$ cat src/rtl/mem_issue_queue_if.sv
// Bundle between dispatch/CDB/load-store unit and the memory issue queue.
// The queue sits on the slave side; the surrounding pipeline drives the master side.
interface mem_issue_queue_if;
    logic        flush;
    logic        in_valid;
    logic        in_is_ld;
    logic [15:0] in_base_val;
    logic [5:0]  in_base_tag;
    logic        in_base_rdy;
    logic [15:0] in_data_val;
    logic [5:0]  in_data_tag;
    logic        in_data_rdy;
    logic [15:0] in_offset;
    logic [5:0]  in_rob;
    logic        cdb_valid;
    logic [5:0]  cdb_tag;
    logic [15:0] cdb_data;
    logic        load_stall;
    logic        q_full;
    logic        out_valid;
    logic        out_is_ld;
    logic [15:0] out_data;
    logic [15:0] out_location;
    logic [5:0]  out_rob;

    modport master (
        output flush, in_valid, in_is_ld, in_base_val, in_base_tag, in_base_rdy,
               in_data_val, in_data_tag, in_data_rdy, in_offset, in_rob,
               cdb_valid, cdb_tag, cdb_data, load_stall,
        input  q_full, out_valid, out_is_ld, out_data, out_location, out_rob
    );

    modport slave (
        input  flush, in_valid, in_is_ld, in_base_val, in_base_tag, in_base_rdy,
               in_data_val, in_data_tag, in_data_rdy, in_offset, in_rob,
               cdb_valid, cdb_tag, cdb_data, load_stall,
        output q_full, out_valid, out_is_ld, out_data, out_location, out_rob
    );
endinterface

$ cat src/rtl/mem_issue_queue.sv
// In-order memory-op issue queue: waits for CDB operands, then issues one op per
// cycle from the head with its effective address to the load/store unit.
module mem_issue_queue #(
    parameter int DEPTH = 8
) (
    input logic               clk,
    input logic               rst,
    mem_issue_queue_if.slave  bus
);
    localparam int PW = $clog2(DEPTH);
    localparam int CW = PW + 1;

    typedef struct packed {
        logic        is_ld;
        logic [15:0] base_val;
        logic [5:0]  base_tag;
        logic        base_rdy;
        logic [15:0] data_val;
        logic [5:0]  data_tag;
        logic        data_rdy;
        logic [15:0] offset;
        logic [5:0]  rob;
    } entry_t;

    entry_t           ent_q [DEPTH];
    logic [DEPTH-1:0] vld_q;
    logic [PW-1:0]    head_q, head_d, tail_q, tail_d;
    logic [CW-1:0]    count_q, count_d;
    logic             out_valid_q, out_valid_d;
    logic             out_is_ld_q, out_is_ld_d;
    logic [15:0]      out_data_q, out_data_d;
    logic [15:0]      out_location_q, out_location_d;
    logic [5:0]       out_rob_q, out_rob_d;

    logic   full_s, enq_s, iss_s, head_rdy_s, base_hit_s, data_hit_s;
    entry_t head_e_s, new_e_s;

    assign full_s            = (count_q == CW'(DEPTH));
    assign bus.q_full        = full_s;
    assign bus.out_valid     = out_valid_q;
    assign bus.out_is_ld     = out_is_ld_q;
    assign bus.out_data      = out_data_q;
    assign bus.out_location  = out_location_q;
    assign bus.out_rob       = out_rob_q;

    // Enqueue/issue decision, incoming-entry capture and next-state computation.
    always_comb begin
        head_e_s   = ent_q[head_q];
        enq_s      = bus.in_valid && !full_s;
        head_rdy_s = (count_q != {CW{1'b0}}) && head_e_s.base_rdy &&
                     (head_e_s.is_ld || head_e_s.data_rdy);
        iss_s      = head_rdy_s && !bus.load_stall;

        // An operand broadcast in the dispatch cycle would otherwise be missed forever.
        base_hit_s = bus.cdb_valid && !bus.in_base_rdy && (bus.cdb_tag == bus.in_base_tag);
        data_hit_s = bus.cdb_valid && !bus.in_data_rdy && (bus.cdb_tag == bus.in_data_tag);
        new_e_s.is_ld    = bus.in_is_ld;
        new_e_s.base_val = base_hit_s ? bus.cdb_data : bus.in_base_val;
        new_e_s.base_tag = bus.in_base_tag;
        new_e_s.base_rdy = bus.in_base_rdy || base_hit_s;
        new_e_s.data_val = data_hit_s ? bus.cdb_data : bus.in_data_val;
        new_e_s.data_tag = bus.in_data_tag;
        new_e_s.data_rdy = bus.in_data_rdy || data_hit_s;
        new_e_s.offset   = bus.in_offset;
        new_e_s.rob      = bus.in_rob;

        head_d = iss_s ? head_q + PW'(1) : head_q;
        tail_d = enq_s ? tail_q + PW'(1) : tail_q;
        case ({enq_s, iss_s})
            2'b10:   count_d = count_q + CW'(1);
            2'b01:   count_d = count_q - CW'(1);
            default: count_d = count_q;
        endcase

        out_valid_d    = iss_s;
        out_is_ld_d    = iss_s ? head_e_s.is_ld : 1'b0;
        out_rob_d      = iss_s ? head_e_s.rob : 6'd0;
        out_location_d = iss_s ? (head_e_s.base_val + head_e_s.offset) : 16'h0000;
        out_data_d     = (iss_s && !head_e_s.is_ld) ? head_e_s.data_val : 16'h0000;
    end

    // Pointers, occupancy, entry-valid bits and the registered issue port.
    always_ff @(posedge clk or posedge rst) begin
        if (rst) begin
            head_q         <= '0;
            tail_q         <= '0;
            count_q        <= '0;
            vld_q          <= '0;
            out_valid_q    <= 1'b0;
            out_is_ld_q    <= 1'b0;
            out_data_q     <= 16'h0000;
            out_location_q <= 16'h0000;
            out_rob_q      <= 6'd0;
        end else if (bus.flush) begin
            head_q         <= '0;
            tail_q         <= '0;
            count_q        <= '0;
            vld_q          <= '0;
            out_valid_q    <= 1'b0;
            out_is_ld_q    <= 1'b0;
            out_data_q     <= 16'h0000;
            out_location_q <= 16'h0000;
            out_rob_q      <= 6'd0;
        end else begin
            head_q         <= head_d;
            tail_q         <= tail_d;
            count_q        <= count_d;
            if (iss_s) vld_q[head_q] <= 1'b0;
            if (enq_s) vld_q[tail_q] <= 1'b1;
            out_valid_q    <= out_valid_d;
            out_is_ld_q    <= out_is_ld_d;
            out_data_q     <= out_data_d;
            out_location_q <= out_location_d;
            out_rob_q      <= out_rob_d;
        end
    end

    // Entry storage: CDB wakeup of waiting operands, then the enqueue write.
    always_ff @(posedge clk) begin
        for (int i = 0; i < DEPTH; i++) begin
            if (bus.cdb_valid && vld_q[i]) begin
                if (!ent_q[i].base_rdy && (ent_q[i].base_tag == bus.cdb_tag)) begin
                    ent_q[i].base_val <= bus.cdb_data;
                    ent_q[i].base_rdy <= 1'b1;
                end
                if (!ent_q[i].data_rdy && (ent_q[i].data_tag == bus.cdb_tag)) begin
                    ent_q[i].data_val <= bus.cdb_data;
                    ent_q[i].data_rdy <= 1'b1;
                end
            end
        end
        if (enq_s && !bus.flush && !rst) ent_q[tail_q] <= new_e_s;
    end
endmodule

$ cat src/flat_wrapper.sv
// flat-port wrapper written by rule: the top's interface ports become plain ports
module mem_issue_queue_flat 
#(
    parameter int DEPTH = 8
)
  (clk, rst, bus_flush, bus_in_valid, bus_in_is_ld, bus_in_base_val, bus_in_base_tag, bus_in_base_rdy, bus_in_data_val, bus_in_data_tag, bus_in_data_rdy, bus_in_offset, bus_in_rob, bus_cdb_valid, bus_cdb_tag, bus_cdb_data, bus_load_stall, bus_q_full, bus_out_valid, bus_out_is_ld, bus_out_data, bus_out_location, bus_out_rob);
  mem_issue_queue_if bus_i ();
  input logic clk;
  input logic rst;
  input wire logic [$bits(bus_i.flush)-1:0] bus_flush;
  input wire logic [$bits(bus_i.in_valid)-1:0] bus_in_valid;
  input wire logic [$bits(bus_i.in_is_ld)-1:0] bus_in_is_ld;
  input wire logic [$bits(bus_i.in_base_val)-1:0] bus_in_base_val;
  input wire logic [$bits(bus_i.in_base_tag)-1:0] bus_in_base_tag;
  input wire logic [$bits(bus_i.in_base_rdy)-1:0] bus_in_base_rdy;
  input wire logic [$bits(bus_i.in_data_val)-1:0] bus_in_data_val;
  input wire logic [$bits(bus_i.in_data_tag)-1:0] bus_in_data_tag;
  input wire logic [$bits(bus_i.in_data_rdy)-1:0] bus_in_data_rdy;
  input wire logic [$bits(bus_i.in_offset)-1:0] bus_in_offset;
  input wire logic [$bits(bus_i.in_rob)-1:0] bus_in_rob;
  input wire logic [$bits(bus_i.cdb_valid)-1:0] bus_cdb_valid;
  input wire logic [$bits(bus_i.cdb_tag)-1:0] bus_cdb_tag;
  input wire logic [$bits(bus_i.cdb_data)-1:0] bus_cdb_data;
  input wire logic [$bits(bus_i.load_stall)-1:0] bus_load_stall;
  output wire logic [$bits(bus_i.q_full)-1:0] bus_q_full;
  output wire logic [$bits(bus_i.out_valid)-1:0] bus_out_valid;
  output wire logic [$bits(bus_i.out_is_ld)-1:0] bus_out_is_ld;
  output wire logic [$bits(bus_i.out_data)-1:0] bus_out_data;
  output wire logic [$bits(bus_i.out_location)-1:0] bus_out_location;
  output wire logic [$bits(bus_i.out_rob)-1:0] bus_out_rob;
  assign bus_i.flush = bus_flush;
  assign bus_i.in_valid = bus_in_valid;
  assign bus_i.in_is_ld = bus_in_is_ld;
  assign bus_i.in_base_val = bus_in_base_val;
  assign bus_i.in_base_tag = bus_in_base_tag;
  assign bus_i.in_base_rdy = bus_in_base_rdy;
  assign bus_i.in_data_val = bus_in_data_val;
  assign bus_i.in_data_tag = bus_in_data_tag;
  assign bus_i.in_data_rdy = bus_in_data_rdy;
  assign bus_i.in_offset = bus_in_offset;
  assign bus_i.in_rob = bus_in_rob;
  assign bus_i.cdb_valid = bus_cdb_valid;
  assign bus_i.cdb_tag = bus_cdb_tag;
  assign bus_i.cdb_data = bus_cdb_data;
  assign bus_i.load_stall = bus_load_stall;
  assign bus_q_full = bus_i.q_full;
  assign bus_out_valid = bus_i.out_valid;
  assign bus_out_is_ld = bus_i.out_is_ld;
  assign bus_out_data = bus_i.out_data;
  assign bus_out_location = bus_i.out_location;
  assign bus_out_rob = bus_i.out_rob;
  mem_issue_queue #(.DEPTH(DEPTH)) u_core (.clk(clk), .rst(rst), .bus(bus_i));
endmodule
$ cat config.mk
export PLATFORM = sky130hd
export DESIGN_NAME = mem_issue_queue_flat
export DESIGN_NICKNAME = d
export VERILOG_FILES = /design/src/rtl/mem_issue_queue_if.sv /design/src/rtl/mem_issue_queue.sv /design/src/flat_wrapper.sv
export SDC_FILE = /design/constraint.sdc
export NUM_CORES = 1
export LEC_CHECK = 0
export BUFFER_PORTS_ARGS = -buffer_cell sky130_fd_sc_hd__buf_2
export CORE_ASPECT_RATIO = 1.4
export CORE_MARGIN = 3
export CORE_UTILIZATION = 55
export CTS_BUF_LIST = sky130_fd_sc_hd__clkbuf_16
export CTS_CLUSTER_SIZE = 30
export DETAILED_ROUTE_END_ITERATION = 10
export HOLD_SLACK_MARGIN = 0.05
export PLACE_DENSITY = 0.76
export SLEW_MARGIN = 10
export SYNTH_ARGS = -nofsm -noshare
export SYNTH_HDL_FRONTEND = slang
export SYNTH_SLANG_ARGS = --single-unit
$ cat constraint.sdc
create_clock -name clk -period 3.8 [get_ports clk]
set_input_delay 0.19 -clock clk [delete_from_list [all_inputs] [get_ports clk]]
set_output_delay 0.19 -clock clk [all_outputs]
set_load 0.05 [all_outputs]
* Yosys cells after proc, flatten, opt, wreduce, memory -nomap -nowiden
Memory sizes are Yosys's and may differ from the RTL's.
Cells that the tools add are included.
** Word-level totals
- Register bits :: 58
- Bits in latches :: 0
- RAM bits :: 552
- Bits in read-only memories :: 0
- Input port bits :: 97
- Memories kept :: 1
** Memory list
- u_core.ent_q :: depth 8, width 69, read ports 9, clocked after memory_dff 0, wr ports 9, RTL line mem_issue_queue.sv:25 : entry_t ent_q [DEPTH];
** Cells by class
- Add/sub/neg operators :: 5
- $mul :: 0
- Divide/modulo/power cells :: 0
- Order comparisons :: 4
- Equal/unequal tests :: 21
- Shifts and indexed selects :: 0
- Mux-type cells :: 75
- Bitwise operators :: 3
- Reductions and logical operators :: 67
** Operators by type and width (number)
- equality test 6 bit :: 18
- two-way mux 16 bit :: 6
- two-way mux 1 bit :: 55
- logical AND 1 bit :: 37
- two-way mux 8 bit :: 4
- zero test 1 bit :: 23
- adder 16 bit :: 1
- two-way mux 3 bit :: 4
- two-way mux 6 bit :: 2
- AND 8 bit :: 1
- less-than comparator 3 x 4 -> 1 bit (second input constant) :: 2
- inverter 8 bit :: 1
- bitwise OR 8 bit :: 1
- one-hot mux 4 bit (2 select lines) :: 1
- adder 3 x 1 -> 3 bit (second input constant) :: 2
- demux 1 bit (select 3 bit) :: 2
- >= comparator 3 x 1 -> 1 bit (second input constant) :: 2
- adder 4 x 1 -> 4 bit (second input constant) :: 1
- equality test 4 bit (second input constant) :: 1
- two-way mux 4 bit :: 1
- nonzero test 2 bit :: 2
- nonzero test 4 bit :: 1
- subtractor 4 x 1 -> 4 bit (second input constant) :: 1
- logical OR 1 bit :: 3
- 3 further kinds :: 3

* Longest topological paths before layout
Gate-level depths: netlist of run 1.
- Depth in word-level cells :: 11
- Mapped depth :: 16
- Depth with buffers taken out :: 12

* Least setup slack after synthesis of run 1
OpenSTA, ideal clock, no wires.
- Kind :: register to register
- Start :: register u_core.head_q[1]
- End :: register u_core.out_location_q[10] (netlist: u_core.bus.out_location[10])
- Library setup time :: 0.132 ns
- Arrival :: 3.441 ns
- Data required time :: 3.668 ns
- Setup slack :: 0.228 ns
- Cell stages (with the launch flop) :: 17
- Path buffers :: 5
- Clock period less this slack :: 3.572 ns
- Cells stage by stage :: dfrtp_1 -> buf_2 -> buf_2 -> buf_2 -> buf_2 -> and3_1 -> clkbuf_1 -> a22oi_1 -> nand4_1 -> ha_1 -> fa_1 -> a211o_1 -> a21boi_0 -> o21a_1 -> nor2b_1 -> xor2_1 -> nor2_1
** On the way
- Cells in the longest elaborated chain, start to end :: 6
- Elaborated cells between the ends (all ways) :: 8
- Classes of those cells :: 1 x add/sub; 2 x mux; 4 x reduce/logical; 1 x memory
** Ends and longest elaborated chain
- start, declared :: RTL line mem_issue_queue.sv:27 : logic [PW-1:0] head_q, head_d, tail_q, tail_d;
- start signal, assigned :: RTL line mem_issue_queue.sv:85 : head_q <= '0;
- start signal, assigned :: RTL line mem_issue_queue.sv:95 : head_q <= '0;
- start signal, assigned :: RTL line mem_issue_queue.sv:105 : head_q <= head_d;
- memory (8 x 69 bit) *
- branches (longest 3 deep; another with adder 16 bit)
- two-way mux 16 bit * :: RTL line mem_issue_queue.sv:78 : out_location_d = iss_s ? (head_e_s.base_val + head_e_s.offset) : 16'h0000;
- two-way mux 16 bit * :: RTL line mem_issue_queue.sv:94 : end else if (bus.flush) begin
- end signal, assigned :: RTL line mem_issue_queue.sv:113 : out_location_q <= out_location_d;
- end, declared :: RTL line mem_issue_queue.sv:32 : logic [15:0] out_location_q, out_location_d;
Mark *: on every way between the ends.
A chain may end at the register's enable or synchronous reset.

* Final worst setup path of run 1
- Start :: register u_core.head_q[0]
- End :: register u_core.out_location_q[15] (netlist: u_core.bus.out_location[15])
Same word-level chain as after synthesis.

==> metrics.txt, run 1 <==
final setup TNS=0 ns; clk root buf=clkbuf_16; Die Height=268 um; Iteration-0 DRC Markers=roughly 1900; largest net degree at the start of global routing=32; WP data arrival=4.24 ns; Clock Skews=0.0257 ns; synthesized instance count=approximately 1800; commonest non-fill, non-tap cell in the layout=edfxtp_1; Critical Path RT=about 4.4 ns; Max VDD drop=approximately 0.00046 V; Detailed Place HPWL=45700 um; Startpoint Class=register; Hold Vio Cnt, Final=0; Final period util=0.972; DP Worst Slack=-0.0980 ns; DR vias/cell=6.36; worst rel slew slack=0.277; Max Cap Violations=0; total power=14800 uW; final core utilization=0.645; Clk Latency, worst-skew pair=0.63 ns; Netlist cell types=70; Synth Net Count=1876; CP cell instances=inv_2 -> nor3_4 -> buf_4 -> a22oi_1 -> nand4_1 -> ha_1 -> and3_1 -> a221o_1 -> a211oi_1 -> buf_4 -> a211oi_1 -> or3_1 -> a21oi_1; max-slew violations=0; Seq cells post-synth=between 600 and 700; Placer Congestion=0.882; DRT antenna net count=0; critical path type=register to register; total core area=0.0481 mm2; DP Area=about 0.028 mm2; Initial DRT Pass Iterations=6; Tot GR Track Use=0.282; slowest cell on the critical path=nor3_4; fmax=271 MHz; fin area=slightly above 0.03 mm2; Synth Flop Type=edfxtp_1; crit path time final=3.69 ns; CTS max path bufs=3; Die ar.=0.0516 mm2; worst-margin pin slew=1.08 ns; clk sinks=610; routed wire length=around 73000 um; WL/cell=27.3 um; cell area after synthesis=0.0269 mm2; Starting Density=0.558; PD cells=around 480 mW/mm2; Nets=roughly 2100; RSZ-0062 raised after global routing=yes; vias in the first global route=17500; Post-synth EDFFs=about 540; Critical Path End Type=register; GRT overflow=0; fraction of layout cells with a size suffix above 1=0.200; via count=16900; ys async rst share=0.0951; layout overhead on the synthesized area=15.5%; first-pass GRT wire length=~110000 um; leakage power=0.0108 uW; Die X=193 um; CTS tree=built; CP max FO=21; most frequent cells in the layout=edfxtp_1, mux2_1, buf_2; port bufs=approximately 140; Worst path max stage delay=0.49 ns; outcome=completed; TritonCTS Buffers=55; initial antenna violation count=8; I/O pin count=138; DRC errors left=0; syn avg cell area=about 15 um2; Final Setup Violations=0; CTS H-tree lvls=2; Rows=95; worst setup margin=0.106 ns; Synth Warn #=0; Reg clk slew, reported paths=~0.07 ns; HP Class=primary input to register; register area share after synthesis=0.665
==> state kept, by name, summed over array words and instances (netlist names) <==
name and cells:
u_core.tail_q 3, u_core.vld_q 8, u_core.bus.out_data 16, u_core.bus.out_valid 1, u_core.count_q 4, u_core.bus.out_rob 6, u_core.bus.out_is_ld 1, u_core.ent_q 552
u_core.bus.out_location 16, u_core.head_q 3
==> cell usage after synthesis (all sizes together), types with 35 or more instances <==
cell / instances / area, um2
a22oi: 120 / 901
buf: 55 / 347
clkbuf: 58 / 218
dfrtp: 58 / 1450
edfxtp: 536 / 16100
inv: 35 / 131
mux2: 261 / 2940
nor2: 57 / 352
nor4: 35 / 225
o21ai: 50 / 250
o22ai: 56 / 350
xnor2: 62 / 551
xor2: 65 / 569
==> routing by layer <==
layer | part of all wire | wire (um) | track usage
met5 | 0.00056 | 41 | 0
met4 | 0.041 | 3000 | 0.124
met3 | 0.077 | 5580 | 0.0469
met2 | 0.51 | 37100 | 0.486
met1 | 0.37 | 26800 | 0.352
==> repair_timing <==
action	CTS	global route
hold buffers	73	0
setup buffers	0	1
pin swaps	0	1
resized for setup	6	3
endpoints found under the setup margin	1	5
endpoints found under the hold margin	580	0
==> logic make-up after synthesis <==
| family | synth area share |
|---|---|
| xor gates and xnor gates | 0.0417 |
| and+or+nand+nor | 0.0557 |
| DFF | 0.665 |
| adders and majority gates | 0.00959 |
| buffers and inverters | 0.0259 |
| muxes | 0.117 |
| AOI/OAI and AO/OA | 0.0851 |
==> layout make-up <==
cell class	instances	area, um2
flip-flops and latches	610	17900
well taps	630	788
clock buffers	56	1400
inverters	35	133
multi-input cells	1001	8360
repair buffers	278	1950
diodes	5	12.5
fillers	3357	17100
clock inverters	48	523
==> per-stage QoR <==
stage          instances  hold slack [ns]
6_report            2663           0.0866
5_1_grt             2661            0.106
4_1_cts             2657           0.0512
3_5_place_dp        2480            0.321
3_3_place_gp        2480            0.298
2_1_floorplan       1759            0.289
==> critical path, delay by kind of cell, from the launching register on <==
family | cells | cell delay (ns)
AO/OA/AOI/OAI | 5 | 1.03
AND/OR/NAND/NOR | 4 | 1.18
buffers and inverters | 3 | 0.68
adder cells (fa/ha/maj) | 1 | 0.30
flip-flops | 1 | 0.41
==> where the power goes <==
group          total [uW]  leakage, uW  switching, uW  internal, uW
Sequential           7460      0.00576           63.1          7400
Combinational        1410      0.00407            852           559
Clock                5910     0.000983           2480          3430
==> worst paths after layout <==
path | from | slack, ns | endpoint | cells after the start
min reg2reg | u_core.ent_q[1][22] | 0.52 | u_core.ent_q[1][22] | 2
max in group asynchronous | rst | 2.58 | u_core.bus.out_data[14] | 4
max | u_core.head_q[0] | 0.11 | u_core.bus.out_location[15] | 13
min | bus_cdb_data[15] | 0.09 | u_core.ent_q[0][67] | 2
max reg2reg | u_core.head_q[0] | 0.11 | u_core.bus.out_location[15] | 13
min in group asynchronous | rst | 0.24 | u_core.bus.out_location[5] | 3
Power figures use the tool's default switching activity.
==> run 2: changes to the inputs <==
CORE_MARGIN = not set   (was 3)
PLACE_DENSITY = 0.8   (was 0.76)
==> run 2 against run 1 <==
  * Sequential share of layout area increased by 0.24 points
  * Power decreased by 2.7%
  * Clock power shrank 6.8%
  * Maximum frequency grew 4.6%
  * Routed wire length is 0.84% lower
  * Highest routed layer is now met4
  * Clock skew shrank 0.0079 ns
  * Final cell count fell by 0.30%
  * Die area is 3.5% lower
  * Register-to-register slack gained 0.16 ns
  * Largest cell class unchanged
  * Largest power group unchanged
==> metrics.txt, run 2 (synthesis results as in run 1) <==
outcome=completed (unchanged); via count=17200 (was 16900); most frequent cells in the layout=edfxtp_1, mux2_1, buf_2 (unchanged); DP Worst Slack=-0.0219 ns (was -0.0980 ns); routed wire length=72000 um (was 72600 um); Most common cell on crit path=buf_4; TritonCTS Buffers=54 (was 55); CP max FO=7 (was 21); Detailed Place HPWL=46100 um (was 45700 um); final core utilization=0.642 (was 0.645); PD cells=465 mW/mm2 (was 476 mW/mm2); I/O pin count=138 (unchanged); Worst path max stage delay=0.53 ns (was 0.49 ns); max-slew violations=0 (unchanged); DRC errors left=0 (unchanged); HP Class=primary input to register (unchanged); WP data arrival=4.00 ns (was 4.24 ns); slowest cell on the critical path=a2111oi_0 (was nor3_4); final cell count without fillers=2655 (was 2663); Tot GR Track Use=0.290 (was 0.282); Most flops, register=u_core.ent_q (unchanged); CTS max path bufs=3 (unchanged); fmax=283 MHz (was 271 MHz); commonest non-fill, non-tap cell in the layout=edfxtp_1 (unchanged); Iteration-0 DRC Markers=1791 (was 1895); clk sinks=610 (unchanged); total power=14400 uW (was 14800 uW); Starting Density=0.558 (unchanged); worst rel slew slack=0.365 (was 0.277); Hold Vio Cnt, Final=0 (unchanged); fraction of layout cells with a size suffix above 1=0.201 (was 0.200); CTS H-tree lvls=2 (unchanged); Initial DRT Pass Iterations=5 (was 6); Startpoint Class=register (unchanged); placed insts=2476 (was 2480); R2R setup slack=0.27 ns (was 0.11 ns); CTS tree=built (unchanged); crit path time final=3.53 ns (was 3.69 ns); Reg clk slew, reported paths=0.07 ns (about the same); Critical Path End Type=register (unchanged); first-pass GRT wire length=108000 um (about the same); worst setup margin=0.268 ns (was 0.106 ns); Die X=189 um (was 193 um); Critical Path RT=4.27 ns (was 4.35 ns); Die ar.=0.0497 mm2 (was 0.0516 mm2); Final period util=0.929 (was 0.972); Placer Congestion=0.850 (was 0.882); CP cell instances=nand2b_1 -> nor2_4 -> buf_4 -> buf_4 -> a22oi_1 -> nand4_1 -> ha_1 -> nand3_1 -> a2111oi_0 -> a211oi_2 -> buf_4 -> a31oi_1 -> xnor2_1 -> nor2_1 (was inv_2 -> nor3_4 -> buf_4 -> a22oi_1 -> nand4_1 -> ha_1 -> and3_1 -> a221o_1 -> a211oi_1 -> buf_4 -> a211oi_1 -> or3_1 -> a21oi_1); leakage power=0.0108 uW (about the same); final setup TNS=0 ns (unchanged); # fillers=3354 (was 3357); critical path type=register to register (unchanged); Clk Latency, worst-skew pair=0.60 ns (was 0.63 ns); RSZ-0062 raised after global routing=no (was yes); Final Setup Violations=0 (unchanged); largest net degree at the start of global routing=37 (was 32); total core area=0.0481 mm2 (unchanged); Max VDD drop=0.000452 V (was 0.000465 V); port bufs=137 (unchanged); Rows=95 (unchanged); number of flip-flops under the largest register name=552 (unchanged); vias in the first global route=17800 (was 17500); DRT antenna net count=0 (unchanged); Clock Skews=0.0179 ns (was 0.0257 ns); initial antenna violation count=2 (was 8); Nets=2096 (was 2098); GRT overflow=0 (unchanged); Max Cap Violations=0 (unchanged); layout overhead on the synthesized area=15.1% (was 15.5%); DR vias/cell=6.48 (was 6.36); worst-margin pin slew=0.953 ns (was 1.08 ns); clk root buf=clkbuf_16 (unchanged); WL/cell=27.1 um (was 27.3 um); Die Height=264 um (was 268 um)
run 2: power by group:
group,leakage (uW),switching [uW],internal [uW]
registers,0.00576,64.5,7400
clock network,0.000915,2400,3110
logic,0.00411,849,561
run 2: cell type report:
type                       instances  area [um2]  area share
sequential                       610       17900       0.578
multi-input combinational       1001        8350       0.270
timing repair buffer             277        1990      0.0644
clock buffer                      57        1430      0.0461
tap                              630         788      0.0255
clock inverter                    43         354      0.0115
inverter                          35         131     0.00425
antenna                            2        5.00    0.000162
run 2: timing repair:
action,4_1_cts,5_1_grt
buffers inserted,0,6
hold endpoints to repair,586,0
resized for setup,2,3
endpoints found under the setup margin,1,5
pin swaps,0,2
hold buffers,71,0
run 2: critical path: cells and delay by family (launching register included):
family	cells	cell delay [ns]
xor+xnor	1	0.14
compound gates	4	1.05
simple gates	5	0.80
flops	1	0.45
buf+inv	3	0.51
fa+ha+maj	1	0.48
run 2: worst paths after layout:
path,start,endpoint,cells past startpoint
max,u_core.head_q[2],u_core.bus.out_location[13],14
min,bus_flush,u_core.vld_q[2],4
max reg2reg,u_core.head_q[2],u_core.bus.out_location[13],14
min reg2reg,u_core.ent_q[1][22],u_core.ent_q[1][22],2
max in group asynchronous,rst,u_core.bus.out_data[9],4
min in group asynchronous,rst,u_core.count_q[2],3
run 2: metrics by stage:
step                      cell area (um2)  hold slack (ns)
final                               30900           0.0776
after global routing                30900           0.0778
after CTS                           30900           0.0508
after detailed placement            28400            0.430
after global placement              28400            0.420
after floorplan                     26900            0.289
run 2: per-layer routing:
layer	share of wire	vias up	GRT usage	wire, um
met5	0	-	0	0
met1	0.35	8572	0.337	25200
met4	0.061	0	0.172	4390
li1	-	7322	-	-
met2	0.51	1009	0.508	37000
met3	0.075	293	0.0411	5420
==> run 3: changes to the inputs <==
BUFFER_PORTS_ARGS = -buffer_cell sky130_fd_sc_hd__buf_4   (was -buffer_cell sky130_fd_sc_hd__buf_2)
==> run 3 against run 2 <==
  * Worst setup slack worse by 0.074 ns
  * Sequential power about the same
  * Clock power shrank 5.1%
  * Via count shrank 0.12%
  * Largest cell class unchanged
  * Largest power group unchanged
  * Highest routed layer is now met5
==> metrics.txt, run 3 (synthesis results as in run 1) <==
outcome=completed (unchanged); Max Cap Violations=0 (unchanged); leakage power=0.0110 uW (was 0.0108 uW); Clock Skews=0.0362 ns (was 0.0179 ns); slowest cell on the critical path=dfrtp_1 (was a2111oi_0); largest net degree at the start of global routing=33 (was 37); final cell count without fillers=2690 (was 2655); DR vias/cell=6.39 (was 6.48); layout overhead on the synthesized area=17.0% (was 15.1%); CTS max path bufs=3 (unchanged); GRT overflow=0 (unchanged); Starting Density=0.558 (unchanged); CTS tree=built (unchanged); worst setup margin=0.194 ns (was 0.268 ns); Reg clk slew, reported paths=0.07 ns (about the same); RSZ-0062 raised after global routing=no (unchanged); Max VDD drop=0.000411 V (was 0.000452 V); commonest non-fill, non-tap cell in the layout=edfxtp_1 (unchanged); fmax=277 MHz (was 283 MHz); first-pass GRT wire length=108000 um (about the same); worst rel slew slack=0.355 (was 0.365); via count=17200 (about the same); Die Height=264 um (unchanged); most frequent cells in the layout=edfxtp_1, buf_4, mux2_1 (was edfxtp_1, mux2_1, buf_2); Most common cell on crit path=buf_4 (unchanged); HP Class=primary input to register (unchanged); Final period util=0.949 (was 0.929); DP Worst Slack=-0.108 ns (was -0.0219 ns); I/O pin count=138 (unchanged); Die X=189 um (unchanged); TritonCTS Buffers=55 (was 54); Nets=2129 (was 2096); initial antenna violation count=4 (was 2); min-delay src=bus_cdb_data[2] (was bus_flush); placed insts=2484 (was 2476); DRT antenna net count=0 (unchanged); Tot GR Track Use=0.291 (was 0.290); total power=14200 uW (was 14400 uW); routed wire length=72000 um (about the same); DRC errors left=0 (unchanged); Rows=95 (unchanged); switching power=3350 uW (was 3310 uW); CP max FO=18 (was 7); max-slew violations=0 (unchanged); R2R setup slack=0.19 ns (was 0.27 ns); PD cells=452 mW/mm2 (was 465 mW/mm2); Hold Vio Cnt, Final=0 (unchanged); vias in the first global route=17900 (was 17800); clk root buf=clkbuf_16 (unchanged); total core area=0.0481 mm2 (unchanged); # fillers=3320 (was 3354); share of total power in combinational logic=0.105 (was 0.098); Most flops, register=u_core.ent_q (unchanged); Critical Path End Type=register (unchanged); Flop pwr share=0.526 (was 0.519); Clk Latency, worst-skew pair=0.61 ns (was 0.60 ns); Placer Congestion=0.885 (was 0.850); Final Setup Violations=0 (unchanged); Detailed Place HPWL=46000 um (was 46100 um); clk sinks=610 (unchanged); WP data arrival=4.07 ns (was 4.00 ns); Initial DRT Pass Iterations=6 (was 5); Worst path max stage delay=0.42 ns (was 0.53 ns); Sw Ratio=0.236 (was 0.230); worst reg2reg path startpoint=u_core.head_q[0] (was u_core.head_q[2]); fraction of layout cells with a size suffix above 1=0.196 (was 0.201); CTS H-tree lvls=2 (unchanged); worst-margin pin slew=0.967 ns (was 0.953 ns); clock power share=0.369 (was 0.383); footprint of the multi-input gates=0.00836 mm2 (was 0.00835 mm2); Iteration-0 DRC Markers=1860 (was 1791); number of flip-flops under the largest register name=552 (unchanged); Die ar.=0.0497 mm2 (unchanged); Register Area=0.0179 mm2 (unchanged); CP Launch Point=u_core.head_q[0] (was u_core.head_q[2]); critical path type=register to register (unchanged); Pint=10800 uW (was 11100 uW); crit path time final=3.61 ns (was 3.53 ns); WL/cell=26.8 um (was 27.1 um); Critical Path RT=4.26 ns (was 4.27 ns); port bufs=137 (unchanged); CP cell instances=buf_4 -> nand2b_1 -> nor2_2 -> buf_4 -> buf_4 -> a22oi_1 -> nand4_1 -> ha_1 -> nor3_1 -> buf_4 -> a21boi_0 -> buf_4 -> o21a_1 -> nor2b_1 -> xor2_1 -> nor2_1 (was nand2b_1 -> nor2_4 -> buf_4 -> buf_4 -> a22oi_1 -> nand4_1 -> ha_1 -> nand3_1 -> a2111oi_0 -> a211oi_2 -> buf_4 -> a31oi_1 -> xnor2_1 -> nor2_1); Startpoint Class=register (unchanged)
-- run 3: per-layer routing --
metal	vias to the layer above	routed length [um]	track usage
met5	-	27	0
met4	4	3840	0.162
met1	8492	25300	0.339
li1	7390	-	-
met2	1026	36900	0.508
met3	264	5860	0.0477
-- run 3: timing repair --
action	CTS	global route
endpoints found under the setup margin	1	3
pin swaps	0	1
gates resized for setup	3	6
hold buffers	98	0
setup buffers	0	3
hold endpoints to repair	590	0
-- run 3: final cells by class --
class / count / share of cell area
multi-input combinational: 1001 / 0.266
clock inverter: 48 / 0.00903
antenna: 1 / 0.0000796
inverter: 35 / 0.00418
clock buffer: 56 / 0.0446
sequential: 610 / 0.568
tap: 630 / 0.0251
timing repair buffer: 309 / 0.0828
-- run 3: path summary, 6_finish.rpt --
path / to / cells past startpoint
min in group asynchronous: u_core.count_q[3] / 3
min: u_core.ent_q[0][31] / 2
max reg2reg: u_core.bus.out_location[10] / 16
min reg2reg: u_core.ent_q[1][45] / 2
max: u_core.bus.out_location[10] / 16
max in group asynchronous: u_core.bus.out_data[9] / 4
-- run 3: power groups by stage --
stage	Sequential, uW	Combinational (uW)	Clock [uW]
floorplan	7630	836	0
global placement	7600	1320	0
finish	7470	1500	5230
global route	7470	1610	5490
CTS	7460	1460	5260
detailed placement	7600	1370	0
-- run 3: worst max-delay path: cells and delay by family, from the launching register on --
family	cells	cell delay [ns]
AO/OA/AOI/OAI	3	0.51
buffers and inverters	5	1.11
XOR/XNOR	1	0.15
AND/OR/NAND/NOR	6	0.98
flip-flops	1	0.42
adder cells (fa/ha/maj)	1	0.29
-- run 3: metrics by stage --
stage / instance area, um2 / hold WS (ns) / setup TNS, ns / utilization
after floorplan: 26900 / 0.289 / 0 / -
after global placement: 28700 / 0.384 / -0.00191 / 0.597
after detailed placement: 28700 / 0.409 / -0.108 / 0.597
after CTS: 31400 / 0.0557 / 0 / 0.652
after global routing: 31400 / 0.0947 / 0 / 0.653
final: 31400 / 0.0864 / 0 / 0.653
